$ cat src/rtl/layer_scheduler_pkg.sv
// Shared types for the MLP layer scheduler: FSM states, the decoded control word,
// the default MAC latency and a minimum-one-bit clog2 width helper.
package layer_scheduler_pkg;

    localparam int MAC_LAT_DEFAULT = 1;

    typedef enum logic [2:0] {
        ST_IDLE  = 3'd0,
        ST_CLEAR = 3'd1,
        ST_ACCUM = 3'd2,
        ST_BIAS  = 3'd3,
        ST_DRAIN = 3'd4,
        ST_WRITE = 3'd5,
        ST_DONE  = 3'd6
    } state_e;

    typedef struct packed {
        logic busy;
        logic done;
        logic mac_clr;
        logic mac_en;
        logic use_bias;
        logic res_valid;
    } ctl_t;

    // Counter/index width; a one-entry range still needs one bit.
    function automatic int clog2w(input int n);
        return (n <= 1) ? 1 : $clog2(n);
    endfunction

    function automatic ctl_t ctl_decode(input state_e s);
        ctl_t c;
        c = '0;
        case (s)
            ST_CLEAR: begin c.busy = 1'b1; c.mac_clr = 1'b1; end
            ST_ACCUM: begin c.busy = 1'b1; c.mac_en = 1'b1; end
            ST_BIAS:  begin c.busy = 1'b1; c.mac_en = 1'b1; c.use_bias = 1'b1; end
            ST_DRAIN: c.busy = 1'b1;
            ST_WRITE: begin c.busy = 1'b1; c.res_valid = 1'b1; end
            ST_DONE:  begin c.busy = 1'b1; c.done = 1'b1; end
            default:  c = '0;
        endcase
        return c;
    endfunction

endpackage

$ cat src/rtl/layer_scheduler_index_counter.sv
// Wrapping index counter: async active-low reset, enable, synchronous clear,
// counts 0..MAX-1 and returns to 0 on the advance past MAX-1.
module index_counter #(
    parameter int MAX = 2,
    parameter int W   = 1
) (
    input  logic         i_clk,
    input  logic         i_rst_n,
    input  logic         i_en,
    input  logic         i_clr,
    output logic [W-1:0] o_cnt
);

    logic [W-1:0] r_cnt;

    always_ff @(posedge i_clk or negedge i_rst_n) begin
        if (!i_rst_n) begin
            r_cnt <= '0;
        end else if (i_clr) begin
            r_cnt <= '0;
        end else if (i_en) begin
            r_cnt <= (r_cnt == W'(MAX - 1)) ? '0 : r_cnt + 1'b1;
        end
    end

    assign o_cnt = r_cnt;

endmodule

$ cat src/rtl/layer_scheduler.sv
// Sequences one shared MAC across every neuron of an MLP layer: clear, stream inputs,
// add bias, drain the MAC pipeline, then hand each result to the output buffer.
module layer_scheduler
    import layer_scheduler_pkg::*;
#(
    parameter int N_INPUT        = 2,
    parameter int CLOG2_N_INPUT  = clog2w(N_INPUT),
    parameter int N_NEURON       = 4,
    parameter int CLOG2_N_NEURON = clog2w(N_NEURON),
    parameter int MAC_LAT        = MAC_LAT_DEFAULT
) (
    input  logic                      i_clk,
    input  logic                      i_rst_n,
    input  logic                      i_clk_en,
    input  logic                      i_start,
    output logic                      o_busy,
    output logic                      o_done,
    output logic [CLOG2_N_NEURON-1:0] o_neuron_idx,
    output logic [CLOG2_N_INPUT-1:0]  o_in_addr,
    output logic                      o_mac_clr,
    output logic                      o_mac_en,
    output logic                      o_use_bias,
    output logic                      o_res_valid,
    input  logic                      i_res_ready,
    output logic [CLOG2_N_NEURON-1:0] o_res_idx,
    output state_e                    o_state
);

    localparam int                DRAIN_W    = clog2w(MAC_LAT + 1);
    localparam logic [DRAIN_W-1:0] DRAIN_LAST = DRAIN_W'((MAC_LAT > 0) ? MAC_LAT - 1 : 0);

    state_e             r_state;
    state_e             w_next;
    ctl_t               r_ctl;
    logic [DRAIN_W-1:0] r_drain_cnt;
    logic               w_last_in;
    logic               w_last_neuron;
    logic               w_handshake;

    assign w_last_in     = (o_in_addr == CLOG2_N_INPUT'(N_INPUT - 1));
    assign w_last_neuron = (o_neuron_idx == CLOG2_N_NEURON'(N_NEURON - 1));
    assign w_handshake   = (r_state == ST_WRITE) && i_res_ready;

    always_comb begin
        w_next = r_state;
        if (i_clk_en) begin
            case (r_state)
                ST_IDLE:  if (i_start) w_next = ST_CLEAR;
                ST_CLEAR: w_next = ST_ACCUM;
                ST_ACCUM: if (w_last_in) w_next = ST_BIAS;
                ST_BIAS:  w_next = (MAC_LAT == 0) ? ST_WRITE : ST_DRAIN;
                ST_DRAIN: if (r_drain_cnt == DRAIN_LAST) w_next = ST_WRITE;
                ST_WRITE: if (i_res_ready) w_next = w_last_neuron ? ST_DONE : ST_CLEAR;
                ST_DONE:  w_next = ST_IDLE;
                default:  w_next = ST_IDLE;
            endcase
        end
    end

    // Control outputs are registered from the next state, so they always match r_state.
    always_ff @(posedge i_clk or negedge i_rst_n) begin
        if (!i_rst_n) begin
            r_state <= ST_IDLE;
            r_ctl   <= '0;
        end else begin
            r_state <= w_next;
            r_ctl   <= ctl_decode(w_next);
        end
    end

    always_ff @(posedge i_clk or negedge i_rst_n) begin
        if (!i_rst_n) begin
            r_drain_cnt <= '0;
        end else if (i_clk_en) begin
            r_drain_cnt <= (r_state == ST_DRAIN) ? r_drain_cnt + 1'b1 : '0;
        end
    end

    // in_addr wraps to 0 on the last ACCUM beat, which is the address BIAS presents.
    index_counter #(.MAX(N_INPUT), .W(CLOG2_N_INPUT)) u_in_cnt (
        .i_clk   (i_clk),
        .i_rst_n (i_rst_n),
        .i_en    (i_clk_en && (r_state == ST_ACCUM)),
        .i_clr   (i_clk_en && (r_state == ST_CLEAR)),
        .o_cnt   (o_in_addr)
    );

    index_counter #(.MAX(N_NEURON), .W(CLOG2_N_NEURON)) u_neuron_cnt (
        .i_clk   (i_clk),
        .i_rst_n (i_rst_n),
        .i_en    (i_clk_en && w_handshake),
        .i_clr   (i_clk_en && (r_state == ST_IDLE) && i_start),
        .o_cnt   (o_neuron_idx)
    );

    assign o_busy      = r_ctl.busy;
    assign o_done      = r_ctl.done;
    assign o_mac_clr   = r_ctl.mac_clr;
    assign o_mac_en    = r_ctl.mac_en;
    assign o_use_bias  = r_ctl.use_bias;
    assign o_res_valid = r_ctl.res_valid;
    assign o_res_idx   = o_neuron_idx;
    assign o_state     = r_state;

endmodule
$ cat config.mk
export PLATFORM = sky130hd
export DESIGN_NAME = layer_scheduler
export DESIGN_NICKNAME = d
export VERILOG_FILES = /design/src/rtl/layer_scheduler_pkg.sv /design/src/rtl/layer_scheduler_index_counter.sv /design/src/rtl/layer_scheduler.sv
export SDC_FILE = /design/constraint.sdc
export NUM_CORES = 1
export LEC_CHECK = 0
export CORE_MARGIN = 5
export CORE_UTILIZATION = 41
export CTS_CLUSTER_SIZE = 14
export DETAILED_ROUTE_END_ITERATION = 7
export HOLD_SLACK_MARGIN = 0.02
export PLACE_DENSITY = 0.83
export SLEW_MARGIN = 15
export SYNTH_ARGS = -nofsm -noshare
export SYNTH_HDL_FRONTEND = slang
export SYNTH_SLANG_ARGS = --single-unit
$ cat constraint.sdc
create_clock -name i_clk -period 1.5 [get_ports i_clk]
set_input_delay 0.15 -clock i_clk [delete_from_list [all_inputs] [get_ports i_clk]]
set_output_delay 0.15 -clock i_clk [all_outputs]
set_load 0.02 [all_outputs]
# Yosys cells after proc, flatten, opt, wreduce, memory -nomap -nowiden
# Index checks and enable logic that the tools add are counted.
[word_totals]
register_bits = 13
in_bits = 5
output_inout_bits = 14
elab_cells = 56
[op_classes]
add_sub_neg = 3
n_eq_ne = 12
mux = 20
reduce_logical = 11
[op_table]
columns = ["cell", "count"]
rows = [
  ["two-way mux 3 bit", 6],
  ["case mux 3 bit (6 select lines)", 1],
  ["equality test 3 bit (second input constant)", 5],
  ["equality test 3 x 2 -> 1 bit (second input constant)", 4],
  ["two-way mux 1 bit", 10],
  ["equality test 3 x 1 -> 1 bit (second input constant)", 2],
  ["logical AND 1 bit", 6],
  ["two-way mux 2 bit", 3],
  ["OR reduction 6 bit", 1],
  ["nonzero test 2 bit", 2],
  ["zero test 3 bit", 1],
  ["adder 1 bit (second input constant)", 2],
  ["adder 2 x 1 -> 2 bit (second input constant)", 1],
  ["equality test 2 bit (second input constant)", 1],
  ["OR reduction 2 bit", 1],
]

# Longest topological paths before layout
# Gate-level depths: netlist of run 1.
[depth]
ltp_word = 8
depth_mapped = 5

# Hierarchy
# From an unflattened synthesis of run 1, not the netlist that was laid out.
[hier_totals]
hier_cells = 63
area_unflattened_um2 = 675.6
[by_module_without_submodules]
columns = ["mod", "instances", "cells_each", "area_per_inst_um2", "seq_area_each_um2"]
rows = [
  ["layer_scheduler", 1, 52, 538.0, 250.2],
  ["index_counter at u_neuron_cnt", 1, 8, 100.1, 50.0],
  ["index_counter at u_in_cnt", 1, 3, 37.5, 25.0],
]

# Worst setup path before layout of run 1
# No wires, ideal clock.
[synth_timing]
path_type = "register to register"
startpoint = "register u_neuron_cnt.r_cnt[0], in the netlist u_neuron_cnt.o_cnt[0]"
endpoint = "register r_ctl (netlist bit o_done)"
setup_time_ps = 119
t_arrival_ps = 1477
required_time_ps = 1381
slack_ps = -96
stages_incl_launch_ff = 6
path_buffers = 0
cell_sequence = "dfrtp_1 > ha_1 > nand3b_1 > a221o_1 > a21boi_1 > and2_1"
[synth_via]
elab_chain_cells = 7
[synth_rtl]
columns = ["element", "line", "source"]
rows = [
  ["from (decl)", "layer_scheduler_index_counter.sv:14", "logic [W-1:0] r_cnt;"],
  ["from (signal assigned)", "layer_scheduler_index_counter.sv:22", "r_cnt <= (r_cnt == W'(MAX - 1)) ? '0 : r_cnt + 1'b1;"],
  ["equality test 2 bit", "layer_scheduler.sv:41", "assign w_last_neuron = (o_neuron_idx == CLOG2_N_NEURON'(N_NEURON - 1));"],
  ["two-way mux 3 bit (2 in series)", "layer_scheduler.sv:53", "ST_WRITE: if (i_res_ready) w_next = w_last_neuron ? ST_DONE : ST_CLEAR;"],
  ["case mux 3 bit (6 select lines)", "layer_scheduler.sv:47", "case (r_state)"],
  ["two-way mux 3 bit", "layer_scheduler.sv:46", "if (i_clk_en) begin"],
  ["via w_next[2]", "layer_scheduler.sv:33", "state_e w_next;"],
  ["equality test 3 bit", "layer_scheduler_pkg.sv:34", "case (s)"],
  ["two-way mux 1 bit", "layer_scheduler_pkg.sv:34", ""],
  ["to (signal assigned)", "layer_scheduler.sv:67", "r_ctl <= ctl_decode(w_next);"],
  ["to (decl)", "layer_scheduler.sv:34", "ctl_t r_ctl;"],
]
# The timed path passes the listed nets, and every way through them passes these cells.
# A chain may end at the register's enable or synchronous reset.

# Worst setup path in the final report of run 1
[layout_timing]
startpoint = "register u_neuron_cnt.r_cnt[1], in the netlist u_neuron_cnt.o_cnt[1]"
endpoint = "register r_ctl (netlist bit o_done)"
# The elaborated chain is that of the path after synthesis.

==> results.py, run 1 <==
metrics = {
    "run_status": {
        "status": "finished, violations left",
        "violations": "negative setup slack",
    },
    "global_route": {
        "grt_pass1_vias": 624,
        "grt_usage_pct": 15.1,
        "grtUsageMet2_pct": 25.7,
        "top_usage_layer": "met2",
        "grt_max_degree": 13,
        "use_met3_pct": 4.87,
        "grt_overflow": 0,
        "grt_pass1_wl_um": 2930,
        "gr-usage-met1_pct": 17.7,
        "antenna_found_initial": 0,
    },
    "timing": {
        "period_needed_ns": 1.54,
        "hold_viol_final": 0,
        "fin_ws_ns": -0.0387,
        "clock_skew_ns": 0.0127,
        "worst_pin_slew_ns": 0.351,
        "rsz0062_at_grt": "yes",
        "setup_viol": 2,
        "maxSlewHeadroom_pct": 76.6,
        "fin_crit_sh_pct": 103,
        "drv_slew": 0,
        "max_freq_mhz": 650,
    },
    "run": {
        "max_cap_viol_count": 0,
    },
    "clocking": {
        "htree_levels": 1,
        "clk_pin_slew_ns": 0.09,
        "cts_tree": "yes",
        "cts_hold_buf": 0,
        "clockBufferDepth": 2,
        "clock_latency_ns": 0.28,
        "cts_root_buf": "clkbuf_4",
        "cts_buffers": 3,
        "cts_sinks": 13,
    },
    "yosys": {
        "ys_seq_area_share_pct": 45.3,
        "synth-seq-cells": 13,
        "ys_warn_count": 0,
        "syn_area_um2": 718,
        "syn_area_per_cell_um2": 10.7,
        "syn_nets": 73,
        "synth_cell_types": 35,
        "syn_inst": 67,
    },
    "power": {
        "cell_internal_pwr_mw": 1.24,
        "power_frac_seq_pct": 30.9,
        "power_frac_clock_pct": 10.4,
        "peakVddDrop_v": 0.00112,
        "leakagePower_nw": 0.509,
        "powerDensity_mw_per_mm2": 2040,
        "finalPower_mw": 2.10,
        "power.switching_mw": 0.864,
        "swShare_pct": 41.1,
        "combPwrFrac_pct": 58.6,
    },
    "critical_path": {
        "critPathCaptureType": "flop",
        "setup.worst_path.start_class": "flop",
        "required_ns": 1.66,
        "cp_data_arrival_time_ns": 1.70,
        "cp_max_fo": 4,
        "worstSetupPathType": "reg2reg",
    },
    "detailed_routing": {
        "routedWlPerCell_um": 14.4,
        "drt-pass1-iter-count": 4,
        "viasPerCell": 5.29,
        "first_iter_violations": 15,
        "vias": 619,
        "drcViolationCount": 0,
        "wirelength_um": 1680,
        "postRouteAntennaNets": 0,
    },
    "floorplanning": {
        "die_area_mm2": 0.00269,
        "dieWidth_um": 51.9,
        "num_rows": 15,
        "dieHeight_um": 51.9,
        "fp.coreArea_mm2": 0.00169,
        "initial_core_util_pct": 42.5,
        "io_pins": 19,
    },
    "placed_design": {
        "dpl.cell_count": 111,
        "io_buffers": 18,
        "gp_congestion": 0.845,
        "placed_area_um2": 976,
        "place_hpwl_um": 1300,
    },
    "hold_path": {
        "hold_path.class": "in2async",
    },
    "cells_and_area": {
        "final_area_mm2": 0.00103,
        "fillCellCount": 153,
        "multi_input_area_um2": 338,
        "syn_to_final_growth_pct": 43.2,
        "seqCellArea_um2": 330,
        "final_nets": 107,
        "instances_no_fill": 117,
        "drive_gt1_share_pct": 34.0,
        "final_core_util_pct": 60.9,
        "antennaDiodeCount": 0,
    },
}
[final cells by class]
type | instances | share of cell area, %
Timing Repair Buffer | 35 | 29.3
Inverter | 3 | 1.09
Clock buffer | 4 | 2.55
Sequential cell | 13 | 32.1
Tap cell | 17 | 2.07
Multi-Input combinational cell | 45 | 32.8
[synth_stat cells, drive strengths merged]
library cell | count | share of area (%)
and3 | 1 | 0.87
and3b | 1 | 1.2
ha | 1 | 1.7
nor2 | 4 | 2.1
nor2b | 1 | 1.2
a221o | 1 | 1.4
dfrtp | 13 | 45
a31o | 1 | 1.2
o21ai | 2 | 1.4
mux2i | 1 | 1.4
or3 | 1 | 0.87
nand2b | 2 | 2.1
a21o | 1 | 1.0
a21boi | 3 | 3.7
buf | 6 | 8.5
a22o | 1 | 1.2
o31a | 1 | 1.4
a211o | 1 | 1.4
xnor2 | 1 | 1.2
nand2 | 7 | 4.0
nor3b | 1 | 1.7
nand3b | 1 | 1.0
o31ai | 1 | 3.0
nand3 | 1 | 0.70
and2 | 2 | 1.7
and4b | 1 | 1.4
a31oi | 1 | 0.87
nand4 | 3 | 2.6
nor3 | 3 | 2.1
inv | 3 | 1.6
[through the flow]
step	hold WS (ns)	setup WS (ns)	setup TNS, ns
final	0.0959	-0.0387	-0.0625
after CTS	0.104	-0.0527	-0.108
after detailed placement	0.400	-0.165	-0.950
after floorplan	-0.146	-0.0572	-0.0952
after global routing	0.0955	-0.0998	-0.261
after global placement	0.398	-0.113	-0.522
[registers in the layout, summed over array words and instances, names as in the netlist]
name / count
o_done: 1
o_res_valid: 1
o_mac_clr: 1
o_use_bias: 1
o_mac_en: 1
o_busy: 1
u_neuron_cnt.o_cnt: 2
u_in_cnt.o_cnt: 1
r_drain_cnt: 1
o_state: 3
[repair_timing]
action                                  in CTS  in global routing
buffers inserted                             1                  1
cloned                                       0                  0
resized for setup                           12                  1
pin swaps                                    1                  1
endpoints found under the setup margin      10                  6
[power groups by stage]
| stage | registers [mW] | clock network (mW) | logic, mW |
|---|---|---|---|
| 6_report | 0.651 | 0.219 | 1.23 |
| 5_1_grt | 0.674 | 0.248 | 1.34 |
| 4_1_cts | 0.655 | 0.215 | 1.23 |
| 3_5_place_dp | 0.649 | 0 | 1.23 |
| 3_3_place_gp | 0.645 | 0 | 1.21 |
| 2_1_floorplan | 0.744 | 0 | 0.641 |
[critical path, cell delays in order (launching register included)]
cell and delay [ns]:
dfrtp_2 0.43, ha_4 0.17, nand3b_1 0.16, a221o_1 0.35
a21boi_1 0.15, and2_1 0.16
[per-layer routing]
layer	routed length, um	vias to the layer above
met1	681	291
met2	838	23
li1	-	301
met5	0	-
met4	32	0
met3	128	4
[final timing paths]
check / startpoint / to / slack, ns / cells past startpoint
max: u_neuron_cnt.o_cnt[1]$_DFFE_PN0P_ / o_done$_DFF_PN0_ / -0.04 / 5
min: i_rst_n / u_in_cnt.o_cnt$_DFFE_PN0P_ / 0.1 / 1
max reg2reg: u_neuron_cnt.o_cnt[1]$_DFFE_PN0P_ / o_done$_DFF_PN0_ / -0.04 / 5
min reg2reg: r_drain_cnt$_DFFE_PN0P_ / r_drain_cnt$_DFFE_PN0P_ / 0.54 / 1
max in group asynchronous: i_rst_n / o_state[0]$_DFF_PN0_ / 0.98 / 2
min in group i_clk: r_drain_cnt$_DFFE_PN0P_ / r_drain_cnt$_DFFE_PN0P_ / 0.54 / 1
[layout by cell type (no fill, tap or decap), types with 2 or more instances in the layout]
cell / n
nand2_1: 6
buf_4: 17
clkdlybuf4s50_1: 10
clkbuf_4: 3
inv_1: 3
dfrtp_1: 9
dfrtp_2: 4
a21boi_1: 2
dlygate4sd2_1: 7
nor3_1: 2
nor2_1: 4
nand4_1: 3
and2_1: 2
[logic make-up after synthesis]
group	count (synthesis)	share of synthesized area, %
flops	13	45.3
buf+inv	9	10.1
compound gates	13	16.6
simple gates	29	23.7
fa+ha+maj	1	1.74
xor+xnor	1	1.22
mux	1	1.39
Note: power is estimated with default switching activity, not from simulation.
==> run 2: changes to the inputs <==
--- a/config.mk
+++ b/config.mk
@@ -6,11 +6,12 @@
 export NUM_CORES = 1
 export LEC_CHECK = 0
 export CORE_MARGIN = 5
-export CORE_UTILIZATION = 41
+export CORE_UTILIZATION = 53
 export CTS_CLUSTER_SIZE = 14
 export DETAILED_ROUTE_END_ITERATION = 7
+export DONT_BUFFER_PORTS = 1
 export HOLD_SLACK_MARGIN = 0.02
-export PLACE_DENSITY = 0.83
+export PLACE_DENSITY = 0.82
 export SLEW_MARGIN = 15
 export SYNTH_ARGS = -nofsm -noshare
 export SYNTH_HDL_FRONTEND = slang
==> results.py, run 2 (synthesis results as in run 1) <==
metrics = {
    "run_status": {
        "status": "finished, violations left",
        "violations": "negative setup slack",
    },
    "hold_path": {
        "hp-start": "i_clk_en",
        "hold_path.class": "in2reg",
        "min_to": "o_mac_en$_DFF_PN0_",
        "hold_depth": 3,
    },
    "detailed_routing": {
        "drt-pass1-iter-count": 4,
        "viasPerCell": 5.81,
        "postRouteAntennaNets": 0,
        "first_iter_violations": 22,
        "vias": 569,
        "wirelength_um": 1560,
        "drcViolationCount": 0,
        "routedWlPerCell_um": 15.9,
    },
    "cells_and_area": {
        "antennaDiodeCount": 0,
        "final_nets": 90,
        "syn_to_final_growth_pct": 23.2,
        "instances_no_fill": 98,
        "final_cell_mix": "buf_4 (14), dfrtp_1 (8), nand2_1 (6)",
        "largest_register_ffs": 3,
        "final_core_util_pct": 68.8,
        "final_common_cell": "buf_4",
        "drive_gt1_share_pct": 42.2,
        "fillCellCount": 96,
    },
    "timing": {
        "fin_crit_sh_pct": 101,
        "period_needed_ns": 1.51,
        "drv_slew": 0,
        "fin_ws_ns": -0.00978,
        "setup_viol": 1,
        "max_freq_mhz": 662,
        "fin_tns_setup_ns": -0.00978,
        "maxSlewHeadroom_pct": 60.6,
        "hold_viol_final": 0,
        "clock_skew_ns": 0.0120,
        "worst_pin_slew_ns": 0.589,
        "hold_slack_ns": 0.129,
        "rsz0062_at_grt": "yes",
    },
    "critical_path": {
        "reg2regPathDepth": 5,
        "critPathCaptureType": "flop",
        "cp_data_arrival_time_ns": 1.68,
        "worstSetupPathType": "reg2reg",
        "required_ns": 1.67,
        "reg2reg_to": "o_done$_DFF_PN0_",
        "setup.worst_path.start_class": "flop",
        "setup.worst_path.start": "u_neuron_cnt.o_cnt[1]$_DFFE_PN0P_",
        "path_cells": "ha_4, nand3b_1, a221o_1, a21boi_1, and2_1",
        "critical_path.slowest_cell": "dfrtp_2",
        "timing.rr.start": "u_neuron_cnt.o_cnt[1]$_DFFE_PN0P_",
        "cp_max_fo": 3,
        "max_stage_delay_ns": 0.44,
        "rrSetupSlack_ns": -0.01,
    },
    "floorplanning": {
        "die_area_mm2": 0.00219,
        "initial_core_util_pct": 55.9,
        "fp.coreArea_mm2": 0.00128,
        "dieWidth_um": 46.8,
        "dieHeight_um": 46.8,
        "io_pins": 19,
        "num_rows": 13,
    },
    "run": {
        "max_cap_viol_count": 0,
    },
    "clocking": {
        "clockBufferDepth": 2,
        "htree_levels": 1,
        "clk_pin_slew_ns": 0.09,
        "cts_tree": "yes",
        "cts_buffers": 3,
        "clock_latency_ns": 0.28,
        "cts_root_buf": "clkbuf_4",
        "cts_sinks": 13,
    },
    "global_route": {
        "antenna_found_initial": 0,
        "grt_overflow": 0,
        "grt_pass1_wl_um": 2480,
        "grt_usage_pct": 16.4,
        "grt_max_degree": 14,
        "grt_pass1_vias": 521,
    },
    "placed_design": {
        "gp_congestion": 0.816,
        "place_hpwl_um": 1130,
        "dpl.cell_count": 90,
        "io_buffers": 0,
    },
    "power": {
        "peakVddDrop_v": 0.000963,
        "powerDensity_mw_per_mm2": 2250,
        "leakagePower_nw": 0.416,
        "finalPower_mw": 1.99,
    },
}
==> run 2: changes by cell type in the layout (fill, tap and decap cells not counted), sizes merged <==
cell,change
clkdlybuf4s50,-10
dlymetal6s2s,-1
dlygate4sd3,+2
buf,-1
dlygate4sd2,-7
==> run 2: per-stage QoR <==
step,instance area [um^2],setup WS [ns]
6_report,885,-0.00978
5_1_grt,885,-0.0289
2_1_floorplan,723,-0.0572
3_5_place_dp,786,-0.0193
4_1_cts,832,-0.00891
3_3_place_gp,786,0.00987
==> run 2: how the worst max path moves through the flow <==
stage,endpoint,slack [ns],cells after the start
4_1_cts,o_done$_DFF_PN0_,-0.009,5
3_3_place_gp,o_done$_DFF_PN0_,0.01,5
5_1_grt,o_done$_DFF_PN0_,-0.03,5
6_report,o_done$_DFF_PN0_,-0.01,5
3_5_place_dp,o_mac_clr$_DFF_PN0_,-0.02,5
2_1_floorplan,o_done$_DFF_PN0_,-0.06,5
==> run 2: power breakdown <==
group / switching (mW) / internal (mW)
clock: 0.115 / 0.103
sequential: 0.209 / 0.502
combinational: 0.528 / 0.535
total: 0.852 / 1.14
==> run 2: area by class of cell <==
class                           instances  area (um^2)  share of cell area, %
Tap cell                               15         18.8                   2.12
Multi-Input combinational cell         45          349                   39.5
Inverter                                3         11.3                   1.27
Sequential cell                        13          332                   37.5
Timing Repair Buffer                   18          148                   16.7
Clock buffer                            4         26.3                   2.97
==> run 2: worst max-delay path, delay by kind of cell, from the launching register on <==
kind                       cells  cell delay, ns
AOI/OAI and AO/OA              2            0.48
adders and majority gates      1            0.17
DFF                            1            0.44
and+or+nand+nor                2            0.31
==> run 2: timing repair <==
item                                    CTS  global route
setup buffers                             0             2
hold endpoints to repair                 13             1
gates resized for setup                   2             7
pin swaps                                 1             1
endpoints found under the setup margin    4             5
hold buffers                              1             1
==> run 2: metal layers <==
layer  wire length, um  global-route usage (%)  up-vias
li1                  -                       -      269
met3               111                    6.51        5
met5                 0                       0        -
met4                27                    6.63        0
met2               734                    26.8       22
met1               687                    19.0      273
